<file path="src/rtl/res_mem_arb_pkg.sv">
// rtl/res_mem_arb_pkg.sv - shared widths, FSM encoding and requester indices for res_mem_arb
package res_mem_arb_pkg;

  localparam int ADDR_W_DEF = 14;
  localparam int DATA_W_DEF = 8;

  // Requester indices into the two-bit request/grant vectors
  localparam int REQ0 = 0;
  localparam int REQ1 = 1;

  typedef enum logic [1:0] {
    ST_IDLE = 2'd0,
    ST_OWN0 = 2'd1,
    ST_OWN1 = 2'd2
  } arb_state_t;

endpackage

</file>
<file path="src/rtl/res_mem_arb_if.sv">
// rtl/res_mem_arb_if.sv - requester and memory-side signal bundle for res_mem_arb
interface res_mem_arb_if
  import res_mem_arb_pkg::*;
#(
  parameter int ADDR_W = ADDR_W_DEF,
  parameter int DATA_W = DATA_W_DEF
);

  logic              req0;
  logic              wr0;
  logic [ADDR_W-1:0] addr0;
  logic [DATA_W-1:0] wdata0;
  logic              lock0;
  logic              req1;
  logic              wr1;
  logic [ADDR_W-1:0] addr1;
  logic [DATA_W-1:0] wdata1;
  logic              lock1;
  logic              gnt0;
  logic              gnt1;
  logic              rvalid0;
  logic              rvalid1;
  logic [DATA_W-1:0] rdata;
  logic              res_rd;
  logic              res_wr;
  logic [ADDR_W-1:0] res_addr;
  logic [DATA_W-1:0] res_do;
  logic [DATA_W-1:0] res_di;

  // Requesters plus the memory returning res_di
  modport master (
    output req0, wr0, addr0, wdata0, lock0,
    output req1, wr1, addr1, wdata1, lock1,
    output res_di,
    input  gnt0, gnt1, rvalid0, rvalid1, rdata,
    input  res_rd, res_wr, res_addr, res_do
  );

  // The arbiter itself
  modport slave (
    input  req0, wr0, addr0, wdata0, lock0,
    input  req1, wr1, addr1, wdata1, lock1,
    input  res_di,
    output gnt0, gnt1, rvalid0, rvalid1, rdata,
    output res_rd, res_wr, res_addr, res_do
  );

endinterface

</file>
<file path="src/rtl/res_mem_arb_rr_pick2.sv">
// rtl/res_mem_arb_rr_pick2.sv - two-way round-robin pick with ownership mask
module rr_pick2
  import res_mem_arb_pkg::*;
(
  input  logic [1:0] req,
  input  logic       ptr,   // index of the most recently granted requester
  input  logic [1:0] mask,  // requesters allowed to win this cycle
  output logic [1:0] gnt
);

  logic [1:0] eff;

  assign eff = req & mask;

  // On a tie the requester that did not win last time takes the beat
  always_comb begin
    gnt = 2'b00;
    case (eff)
      2'b01:   gnt[REQ0] = 1'b1;
      2'b10:   gnt[REQ1] = 1'b1;
      2'b11: begin
        if (ptr) gnt[REQ0] = 1'b1;
        else     gnt[REQ1] = 1'b1;
      end
      default: gnt = 2'b00;
    endcase
  end

endmodule

</file>
<file path="src/rtl/res_mem_arb.sv">
// rtl/res_mem_arb.sv - two-requester res memory arbiter; optional ownership lock via RES_ARB_LOCK_EN
module res_mem_arb
  import res_mem_arb_pkg::*;
#(
  parameter int ADDR_W = ADDR_W_DEF,
  parameter int DATA_W = DATA_W_DEF
)(
  input  logic         clk,
  input  logic         reset,
  res_mem_arb_if.slave bus
);

  arb_state_t state;
  arb_state_t state_nxt;
  logic       ptr;
  logic       rv0;
  logic       rv1;
  logic [1:0] req_v;
  logic [1:0] mask;
  logic [1:0] pick;
  logic [1:0] gnt;

  assign req_v = {bus.req1, bus.req0};

  // An owner excludes the other requester; otherwise both may compete
  always_comb begin
    mask = 2'b11;
`ifdef RES_ARB_LOCK_EN
    case (state)
      ST_OWN0: mask = 2'b01;
      ST_OWN1: mask = 2'b10;
      default: mask = 2'b11;
    endcase
`endif
  end

  rr_pick2 u_pick (
    .req  (req_v),
    .ptr  (ptr),
    .mask (mask),
    .gnt  (pick)
  );

  // Grants are gated by reset so every output drops as soon as reset asserts
  assign gnt = pick & {2{reset}};

  assign bus.gnt0     = gnt[REQ0];
  assign bus.gnt1     = gnt[REQ1];
  assign bus.res_rd   = (gnt[REQ0] & ~bus.wr0) | (gnt[REQ1] & ~bus.wr1);
  assign bus.res_wr   = (gnt[REQ0] &  bus.wr0) | (gnt[REQ1] &  bus.wr1);
  assign bus.res_addr = gnt[REQ0] ? bus.addr0  : (gnt[REQ1] ? bus.addr1  : '0);
  assign bus.res_do   = gnt[REQ0] ? bus.wdata0 : (gnt[REQ1] ? bus.wdata1 : '0);
  assign bus.rvalid0  = rv0;
  assign bus.rvalid1  = rv1;
  assign bus.rdata    = (rv0 | rv1) ? bus.res_di : '0;

  // Pointer follows each granted beat; rvalid marks the cycle res_di is valid
  always_ff @(posedge clk or negedge reset) begin
    if (!reset) begin
      ptr <= 1'b1;
      rv0 <= 1'b0;
      rv1 <= 1'b0;
    end else begin
      if (gnt[REQ0])      ptr <= 1'b0;
      else if (gnt[REQ1]) ptr <= 1'b1;
      rv0 <= gnt[REQ0] & ~bus.wr0;
      rv1 <= gnt[REQ1] & ~bus.wr1;
    end
  end

  // Ownership state register
  always_ff @(posedge clk or negedge reset) begin
    if (!reset) state <= ST_IDLE;
    else        state <= state_nxt;
  end

`ifdef RES_ARB_LOCK_EN
  // Enter ownership on a locked transfer; release on an unlocked transfer or an idle unlocked owner
  always_comb begin
    state_nxt = state;
    case (state)
      ST_IDLE: begin
        if (gnt[REQ0] && bus.lock0)      state_nxt = ST_OWN0;
        else if (gnt[REQ1] && bus.lock1) state_nxt = ST_OWN1;
      end
      ST_OWN0: if (!bus.lock0 && (gnt[REQ0] || !bus.req0)) state_nxt = ST_IDLE;
      ST_OWN1: if (!bus.lock1 && (gnt[REQ1] || !bus.req1)) state_nxt = ST_IDLE;
      default: state_nxt = ST_IDLE;
    endcase
  end
`else
  logic unused_cfg;

  // Without locking the arbiter stays in IDLE and arbitrates every beat
  always_comb begin
    state_nxt = ST_IDLE;
  end

  assign unused_cfg = bus.lock0 ^ bus.lock1 ^ (state != ST_IDLE);
`endif

endmodule

</file>
<file path="src/flat_wrapper.sv">
// flat-port wrapper written by rule: the top's interface ports become plain ports
module res_mem_arb_flat import res_mem_arb_pkg::*;
#(
  parameter int ADDR_W = ADDR_W_DEF,
  parameter int DATA_W = DATA_W_DEF
)
  (clk, reset, bus_req0, bus_wr0, bus_addr0, bus_wdata0, bus_lock0, bus_req1, bus_wr1, bus_addr1, bus_wdata1, bus_lock1, bus_res_di, bus_gnt0, bus_gnt1, bus_rvalid0, bus_rvalid1, bus_rdata, bus_res_rd, bus_res_wr, bus_res_addr, bus_res_do);
  res_mem_arb_if #(.ADDR_W(ADDR_W), .DATA_W(DATA_W)) bus_i ();
  input  logic clk;
  input  logic reset;
  input wire logic [$bits(bus_i.req0)-1:0] bus_req0;
  input wire logic [$bits(bus_i.wr0)-1:0] bus_wr0;
  input wire logic [$bits(bus_i.addr0)-1:0] bus_addr0;
  input wire logic [$bits(bus_i.wdata0)-1:0] bus_wdata0;
  input wire logic [$bits(bus_i.lock0)-1:0] bus_lock0;
  input wire logic [$bits(bus_i.req1)-1:0] bus_req1;
  input wire logic [$bits(bus_i.wr1)-1:0] bus_wr1;
  input wire logic [$bits(bus_i.addr1)-1:0] bus_addr1;
  input wire logic [$bits(bus_i.wdata1)-1:0] bus_wdata1;
  input wire logic [$bits(bus_i.lock1)-1:0] bus_lock1;
  input wire logic [$bits(bus_i.res_di)-1:0] bus_res_di;
  output wire logic [$bits(bus_i.gnt0)-1:0] bus_gnt0;
  output wire logic [$bits(bus_i.gnt1)-1:0] bus_gnt1;
  output wire logic [$bits(bus_i.rvalid0)-1:0] bus_rvalid0;
  output wire logic [$bits(bus_i.rvalid1)-1:0] bus_rvalid1;
  output wire logic [$bits(bus_i.rdata)-1:0] bus_rdata;
  output wire logic [$bits(bus_i.res_rd)-1:0] bus_res_rd;
  output wire logic [$bits(bus_i.res_wr)-1:0] bus_res_wr;
  output wire logic [$bits(bus_i.res_addr)-1:0] bus_res_addr;
  output wire logic [$bits(bus_i.res_do)-1:0] bus_res_do;
  assign bus_i.req0 = bus_req0;
  assign bus_i.wr0 = bus_wr0;
  assign bus_i.addr0 = bus_addr0;
  assign bus_i.wdata0 = bus_wdata0;
  assign bus_i.lock0 = bus_lock0;
  assign bus_i.req1 = bus_req1;
  assign bus_i.wr1 = bus_wr1;
  assign bus_i.addr1 = bus_addr1;
  assign bus_i.wdata1 = bus_wdata1;
  assign bus_i.lock1 = bus_lock1;
  assign bus_i.res_di = bus_res_di;
  assign bus_gnt0 = bus_i.gnt0;
  assign bus_gnt1 = bus_i.gnt1;
  assign bus_rvalid0 = bus_i.rvalid0;
  assign bus_rvalid1 = bus_i.rvalid1;
  assign bus_rdata = bus_i.rdata;
  assign bus_res_rd = bus_i.res_rd;
  assign bus_res_wr = bus_i.res_wr;
  assign bus_res_addr = bus_i.res_addr;
  assign bus_res_do = bus_i.res_do;
  res_mem_arb #(.ADDR_W(ADDR_W), .DATA_W(DATA_W)) u_core (.clk(clk), .reset(reset), .bus(bus_i));
endmodule
</file>
<file path="config.mk">
export PLATFORM = sky130hd
export DESIGN_NAME = res_mem_arb_flat
export DESIGN_NICKNAME = d
export VERILOG_FILES = /design/src/rtl/res_mem_arb_pkg.sv /design/src/rtl/res_mem_arb_if.sv /design/src/rtl/res_mem_arb_rr_pick2.sv /design/src/rtl/res_mem_arb.sv /design/src/flat_wrapper.sv
export SDC_FILE = /design/constraint.sdc
export NUM_CORES = 1
export LEC_CHECK = 0
export CORE_MARGIN = 1
export CORE_UTILIZATION = 22
export CTS_CLUSTER_DIAMETER = 60
export DETAILED_ROUTE_END_ITERATION = 10
export PLACE_DENSITY = 0.87
export SKIP_LAST_GASP = 1
export SYNTH_ARGS = -nofsm -noshare
export SYNTH_HDL_FRONTEND = slang
export SYNTH_HIERARCHICAL = 1
export SYNTH_SLANG_ARGS = --single-unit
</file>
<file path="constraint.sdc">
create_clock -name clk -period 4.2 [get_ports clk]
set_input_delay 0.42 -clock clk [delete_from_list [all_inputs] [get_ports clk]]
set_output_delay 0.42 -clock clk [all_outputs]
set_load 0.01 [all_outputs]
</file>
Word level (Yosys, flattened, before mapping)
Cells that the tools add are included.
{"block": "word_totals", "register_bits": 3, "inputBits": 60, "out_inout_bits": 36, "elab_cells": 28}
{"block": "op_classes", "n_mux": 11, "reduce_logical": 1, "bitwise": 10, "n_eq_ne": 3}
{"op": "14-bit 2-to-1 mux", "count": 2}
{"op": "8-bit 2-to-1 mux", "count": 3}
{"op": "1-bit AND", "count": 4}
{"op": "2-bit equality test, second input constant", "count": 2}
{"op": "1-bit 2-to-1 mux", "count": 4}
{"op": "1-bit one-hot mux with 2 select lines", "count": 2}
{"op": "1-bit OR", "count": 3}
{"op": "2-bit AND", "count": 1}
{"op": "2-bit by 1-bit equality test with 1-bit output, second input constant", "count": 1}
{"op": "1-bit NOT", "count": 2}
{"op": "2-bit nonzero test", "count": 1}

Depth between registers and ports, before layout
Gate-level depths: netlist (run 1).
{"block": "logic_depth", "depth_word": 5, "depth_mapped": 6, "depth_no_buf": 4}

Modules after synthesis
Netlist (run 1), hierarchy kept.
{"mod": "res_mem_arb", "seq_area_each_um2": 76.3, "cells_each": 55, "instances": 1, "area_per_inst_um2": 505.5}
{"mod": "rr_pick2", "seq_area_each_um2": 0.0, "cells_each": 3, "instances": 1, "area_per_inst_um2": 20.0}

Worst setup path after synthesis (run 1)
Ideal clock, no wire load.
{"block": "synth_timing", "path_kind": "input port to output port", "startpoint": "in bus_req1", "endpoint": "out bus_res_do[0]", "n_path_buf": 2, "t_arrival_ps": 1330, "slack_ps": 2450, "required_time_ps": 3780, "cell_stages": 6, "cell_sequence": "nand2_1 > o211a_1 > and2_1 > buf_6 > buf_6 > a32o_1"}
{"block": "synth_via", "elab_cells_between_ends": 8, "classes_between": "3 x eq/ne; 4 x mux; 1 x bitwise"}
{"item": "from (decl)", "line": "flat_wrapper.sv:16", "source": "input wire logic [$bits(bus_i.req1)-1:0] bus_req1;"}
{"item": "2-bit equality test / 2-bit by 1-bit equality test with 1-bit output (equally long branches)", "line": "res_mem_arb_rr_pick2.sv:18", "source": "case (eff)"}
{"item": "1-bit one-hot mux with 2 select lines (*)", "line": "res_mem_arb_rr_pick2.sv:18"}
{"item": "net u_core.pick[0]", "line": "res_mem_arb.sv:20", "source": "logic [1:0] pick;"}
{"item": "2-bit AND (*)", "line": "res_mem_arb.sv:45", "source": "assign gnt = pick & {2{reset}};"}
{"item": "net bus_gnt0", "line": "flat_wrapper.sv:22", "source": "output wire logic [$bits(bus_i.gnt0)-1:0] bus_gnt0;"}
{"item": "8-bit 2-to-1 mux (*)", "line": "res_mem_arb.sv:52", "source": "assign bus.res_do = gnt[REQ0] ? bus.wdata0 : (gnt[REQ1] ? bus.wdata1 : '0);"}
{"item": "to (decl)", "line": "flat_wrapper.sv:30", "source": "output wire logic [$bits(bus_i.res_do)-1:0] bus_res_do;"}
Mark *: on every way through the listed nets, which the timed path passes. The rest lies on a longest branch.

Worst setup path after layout (run 1)
{"block": "layout_timing", "startpoint": "in bus_req1", "endpoint": "out bus_res_addr[9]"}
{"block": "layout_via", "elab_cells_between_ends": 8, "classes_between": "3 x eq/ne; 4 x mux; 1 x bitwise"}
{"item": "2-bit equality test / 2-bit by 1-bit equality test with 1-bit output (equally long branches)", "line": "res_mem_arb_rr_pick2.sv:18"}
{"item": "1-bit one-hot mux with 2 select lines (*)", "line": "res_mem_arb_rr_pick2.sv:18"}
{"item": "net u_core.pick[0]", "line": "res_mem_arb.sv:20"}
{"item": "2-bit AND (*)", "line": "res_mem_arb.sv:45"}
{"item": "14-bit 2-to-1 mux (*)", "line": "res_mem_arb.sv:51", "source": "assign bus.res_addr = gnt[REQ0] ? bus.addr0 : (gnt[REQ1] ? bus.addr1 : '0);"}
{"item": "to (decl)", "line": "flat_wrapper.sv:29", "source": "output wire logic [$bits(bus_i.res_addr)-1:0] bus_res_addr;"}
Marked as above.

==> results of run 1 <==
cell usage after synthesis (all sizes together):
| cell type | instances | area share (%) |
|---|---|---|
| a32o | 22 | 42 |
| dfstp | 1 | 5.0 |
| a21boi | 1 | 1.4 |
| o211a | 1 | 1.9 |
| a31oi | 1 | 1.2 |
| and2b | 2 | 3.3 |
| nand2 | 1 | 0.71 |
| and2 | 2 | 2.4 |
| buf | 8 | 14 |
| a21oi | 1 | 0.95 |
| dfrtp | 2 | 9.5 |
| conb | 1 | 0.71 |
| nand2b | 1 | 1.2 |
| nor2 | 2 | 1.4 |
| or2b | 1 | 1.4 |
| nor2b | 10 | 12 |
| a22oi | 1 | 1.4 |
sequential cells by signal, summed over array words and instances, names as in the netlist:
register / cells
u_core/bus.rvalid0: 1
u_core/bus.rvalid1: 1
u_core/ptr: 1
routing by layer:
layer / GRT usage [%] / up-vias / routed length, um
met2: 36.7 / 64 / 1280
met3: 7.14 / 2 / 348
met1: 17.8 / 395 / 908
met5: 0 / - / 0
met4: 5.56 / 0 / 4
li1: - / 423 / -
kinds of logic after synthesis:
logic type	count (synthesis)	share of synthesized area [%]
compound gates	27	48.8
simple gates	19	22.4
buf+inv	8	13.6
flops	3	14.5
other cells	1	0.714
stage by stage:
stage	util, %	power [uW]	cells	hold slack (ps)	area, um^2
finish	65.7	212	178	436	1470
detailed placement	64.5	161	174	530	1440
global placement	64.5	160	174	528	1440
floorplan	-	77.9	60	124	533
global route	65.7	226	178	444	1470
CTS	65.7	216	178	429	1470
worst register-to-register path: stages, from the launching register on:
cell and delay, ps:
sky130_fd_sc_hd__dfstp_2 540, sky130_fd_sc_hd__o211a_1 200, sky130_fd_sc_hd__and2_1 710, sky130_fd_sc_hd__and2b_1 220
worst paths after layout:
kind / start / endpoint / slack [ps]
max in group asynchronous: reset / u_core/ptr$_DFFE_PN1P_ / 3490
min in group clk: u_core/ptr$_DFFE_PN1P_ / u_core/ptr$_DFFE_PN1P_ / 530
hold reg to reg: u_core/ptr$_DFFE_PN1P_ / u_core/ptr$_DFFE_PN1P_ / 530
setup / recovery: bus_req1 / bus_res_addr[9] / 1160
hold / removal: reset / u_core/bus.rvalid1$_DFF_PN0_ / 440
setup reg to reg: u_core/ptr$_DFFE_PN1P_ / u_core/bus.rvalid0$_DFF_PN0_ / 2470
layout make-up:
class / instances / area share [%]
timing repair buffer: 94 / 63.9
multi-input combinational: 49 / 26.7
sequential: 3 / 5.20
tap: 28 / 2.39
clock buffer: 4 / 1.79
power breakdown:
| group | internal [uW] | switching (uW) | total (uW) |
|---|---|---|---|
| registers | 32.9 | 2.13 | 35.0 |
| logic | 84.9 | 41.6 | 127 |
| clock network | 35.6 | 14.8 | 50.4 |
==> results.yml, run 1 <==
outcome:
  run_status: "finished clean"
clock_network:
  cts_buffer_depth: 2
  clk_root_buffer_cell: "sky130_fd_sc_hd__clkbuf_4"
  cts_resized: 0
  cts_inserted_buffers: 3
  clk_transition_reported_paths_ps: 40
  clkSinkCount: 3
  cts_tree: "built"
  cts_hold_repair.buffers: 0
  worstSkewPairLatency_ps: 230
  post_cts_buffers: 0
  htreeDepth: 1
critical_path:
  worst_path_most_repeated_cell: "sky130_fd_sc_hd__clkdlybuf4s50_1"
  reg2reg_depth: 3
  critical_path_buf_inv_count: 2
  startpoint_type: "input port"
  timing.critical_path.slowest_stage_cell: "sky130_fd_sc_hd__and2_1"
  type_of_the_worst_setup_path: "in -> out"
  arrival_ps: 2620
  worst_path_max_fanout: 25
  critPathRequiredTime_ps: 3780
  cpPeakStageDelay_ps: 710
  cp_num_cells: 6
  critPathTopFamily: "buffers and inverters"
  crit_chain: "clkdlybuf4s50_1 > nand2_1 > o211a_1 > and2_1 > a32o_1 > clkdlybuf4s50_1"
  cp_capture_type: "primary output"
floorplanning:
  ioPinCount: 96
  start_util_pct: 23.5
  die_area_um2: 2590
  floorplan.core_area_um2: 2230
  dieWidth_um: 50.9
  rows: 17
  die_y_um: 50.9
yosys:
  ys_types: 19
  ys_seq_elements: 3
  synth-warning-count: 6
  synthesis.instances: 58
  ys_seq_area_share_pct: 14.5
  mapped_avg_cell_area_um2: 9.06
  mappedNetlistArea_um2: 526
global_route:
  grt_pass1_vias: 859
  globalRoute.totalOverflow: 0
  antenna_found_initial: 0
  global_route.usage.total_pct: 18.8
  maximum_number_of_pins_on_one_net_before_global_route_repair: 26
  first_pass_grt_wire_length_um: 3680
detailed_routing:
  drt_wl_total_um: 2540
  drt-vias-per-instance: 4.97
  dr.pass1.iters: 4
  avgRoutedWirePerCell_um: 14.3
  num_vias: 884
  drc: 0
  first_iter_violations: 11
  postRouteAntennaNets: 0
place:
  pre_cts_slack_ps: 1180
  finalWeightedCongestion: 0.753
  hpwlAfterDp_um: 1970
  io_buffer_count: 93
power:
  vdd_ir_drop_max_mv: 0.0696
  p_leak_uw: 0.000522
  power_per_cell_area_nw_per_um2: 144
sta:
  rsz0062_at_grt: "no"
  slew_headroom_pct: 42.4
  post-route-period-util_pct: 72.5
  finalHoldViolations: 0
  final_period_minus_worst_setup_slack_ps: 3040
  timing_limited_maximum_frequency_mhz: 328
  worst_slew_pin_slew_ps: 864
  post-route-worst-setup-slack_ps: 1160
  final-setup-viol-count: 0
  final_max_slew_viol_count: 0
  timing.clock.skew_ps: 0.682
  fin_tns_setup_ps: 0
final_layout:
  layout.cells.most_common_list: "sky130_fd_sc_hd__clkdlybuf4s50_1 (93), sky130_fd_sc_hd__a32o_1 (22), sky130_fd_sc_hd__nor2b_1 (10)"
  design.final.nets: 211
  layout-drive-gt1-share_pct: 4.67
  antenna_cells_inserted: 0
  commonest_non_fill_non_tap_cell_in_the_layout: "sky130_fd_sc_hd__clkdlybuf4s50_1"
  n_fill_cell: 192
  sequential_cell_area_um2: 76.3
  area_delta_synth_final_pct: 179
  total_area_of_multi_input_combinational_cells_um2: 392
run:
  drv_cap: 0
hold_path:
  worst_hold_path_type: "in -> async"
(Power assumes the default switching activity.)
==> inputs of run 2 (changes only) <==
Settings changed: CORE_UTILIZATION 22 to 20, PLACE_DENSITY 0.87 to 0.8.
Clock period 4.2 ns to 3 ns, I/O delays scaled along.
==> results.yml, run 2 (synthesized netlist as in run 1, its figures left out) <==
critical_path:
  type_of_the_worst_setup_path: "in -> out"
  crit_path_start: "bus_req1"
  worst_r2r_endpoint: "u_core/bus.rvalid0$_DFF_PN0_"
  critPathRequiredTime_ps: 2700
  timing.reg2reg.setup_slack_ps: 1700
  worst_path_max_fanout: 22
  startpoint_type: "input port"
  crit-reg2reg-launch: "u_core/ptr$_DFFE_PN1P_"
  reg2reg_depth: 4
  cp_capture_type: "primary output"
  arrival_ps: 2300
floorplanning:
  ioPinCount: 96
  floorplan.core_area_um2: 2480
  start_util_pct: 21.2
  die_area_um2: 2840
  rows: 18
  dieWidth_um: 53.3
  die_y_um: 53.3
power:
  power_per_cell_area_nw_per_um2: 201
  vdd_ir_drop_max_mv: 0.140
  p_leak_uw: 0.000538
sta:
  finalHoldViolations: 0
  fin_tns_setup_ps: 0
  rsz0062_at_grt: "no"
  final-setup-viol-count: 0
  post-route-period-util_pct: 86.5
  timing.clock.skew_ps: 1.36
  final_max_slew_viol_count: 0
  final_period_minus_worst_setup_slack_ps: 2600
  timing_limited_maximum_frequency_mhz: 385
clock_network:
  clk_transition_reported_paths_ps: 40
  cts_tree: "built"
  cts_buffer_depth: 2
  clk_root_buffer_cell: "sky130_fd_sc_hd__clkbuf_4"
  clkSinkCount: 3
  cts_resized: 0
  cts_inserted_buffers: 3
  htreeDepth: 1
  post_cts_buffers: 0
  cts_hold_repair.buffers: 0
  worstSkewPairLatency_ps: 230
final_layout:
  commonest_non_fill_non_tap_cell_in_the_layout: "sky130_fd_sc_hd__clkdlybuf4s50_1"
  antenna_cells_inserted: 0
  layout.cells.most_common_list: "sky130_fd_sc_hd__clkdlybuf4s50_1 (93), sky130_fd_sc_hd__a32o_1 (22), sky130_fd_sc_hd__nor2b_1 (10)"
  layout-drive-gt1-share_pct: 6.54
  area_delta_synth_final_pct: 184
  postLayoutCoreUtil_pct: 60.3
  design.final.nets: 214
  fin_area_um2: 1490
run:
  drv_cap: 0
place:
  post_dp_cell_area_um2: 1470
  io_buffer_count: 93
  finalWeightedCongestion: 0.733
  hpwlAfterDp_um: 1950
global_route:
  globalRoute.totalOverflow: 0
  maximum_number_of_pins_on_one_net_before_global_route_repair: 23
  antenna_found_initial: 0
  first_pass_grt_wire_length_um: 3370
  global_route.usage.total_pct: 16.2
  grt_pass1_vias: 809
detailed_routing:
  drt_wl_total_um: 2440
  dr.pass1.iters: 4
  num_vias: 890
  first_iter_violations: 16
  postRouteAntennaNets: 0
  drc: 0
  drt-vias-per-instance: 4.86
  avgRoutedWirePerCell_um: 13.3
outcome:
  run_status: "finished clean"
hold_path:
  worst_hold_path_type: "in -> async"
==> run 2: cell types whose count changed in the layout (fill, tap and decap cells not counted) <==
cell / previous run / this run
sky130_fd_sc_hd__buf_4: 1 / 4
==> run 2: worst max-delay path by stage <==
stage / end / cells past startpoint
final: bus_res_addr[5] / 6
after global routing: bus_res_addr[5] / 6
after CTS: bus_res_addr[5] / 6
after detailed placement: bus_res_addr[5] / 6
after global placement: bus_res_do[3] / 6
after floorplan: bus_res_addr[0] / 4
==> run 2: report_power, final <==
group / switching [uW] / total, uW / internal (uW) / leakage (uW)
sequential: 3.31 / 49.4 / 46.1 / 0.0000380
clock: 21.4 / 71.3 / 49.9 / 0.0000150
combinational: 57.9 / 179 / 121 / 0.000485
total: 82.6 / 300 / 217 / 0.000538
==> run 2: worst max-delay path: stages <==
cell                              delay (ps)
sky130_fd_sc_hd__clkdlybuf4s50_1         460
sky130_fd_sc_hd__nand2_1                  70
sky130_fd_sc_hd__o211a_1                 250
sky130_fd_sc_hd__and2b_4                 430
sky130_fd_sc_hd__a32o_1                  230
sky130_fd_sc_hd__clkdlybuf4s50_1         560
==> run 2: per-layer routing <==
| layer | part of all wire [%] | track usage, % | vias to the layer above |
|---|---|---|---|
| li1 | - | - | 428 |
| met1 | 36 | 16.4 | 396 |
| met2 | 48 | 30.2 | 64 |
| met3 | 16 | 6.61 | 2 |
| met4 | 0.33 | 3.95 | 0 |
| met5 | 0 | 0 | - |
==> run 2: final cells by class <==
class                      instances  area [um^2]
fill                             220          985
timing repair buffer              97          961
multi-input combinational         49          392
sequential                         3         76.3
tap                               30         37.5
clock buffer                       4         26.3
==> run 2: per-stage QoR <==
step                worst slack, ps  power [uW]  hold WS, ps  std cells
floorplan                      1400         109         4.41         60
finish                          404         300          319        183
global placement                467         226          527        179
global route                    338         320          326        183
detailed placement              404         229          540        179
CTS                             399         304          308        183
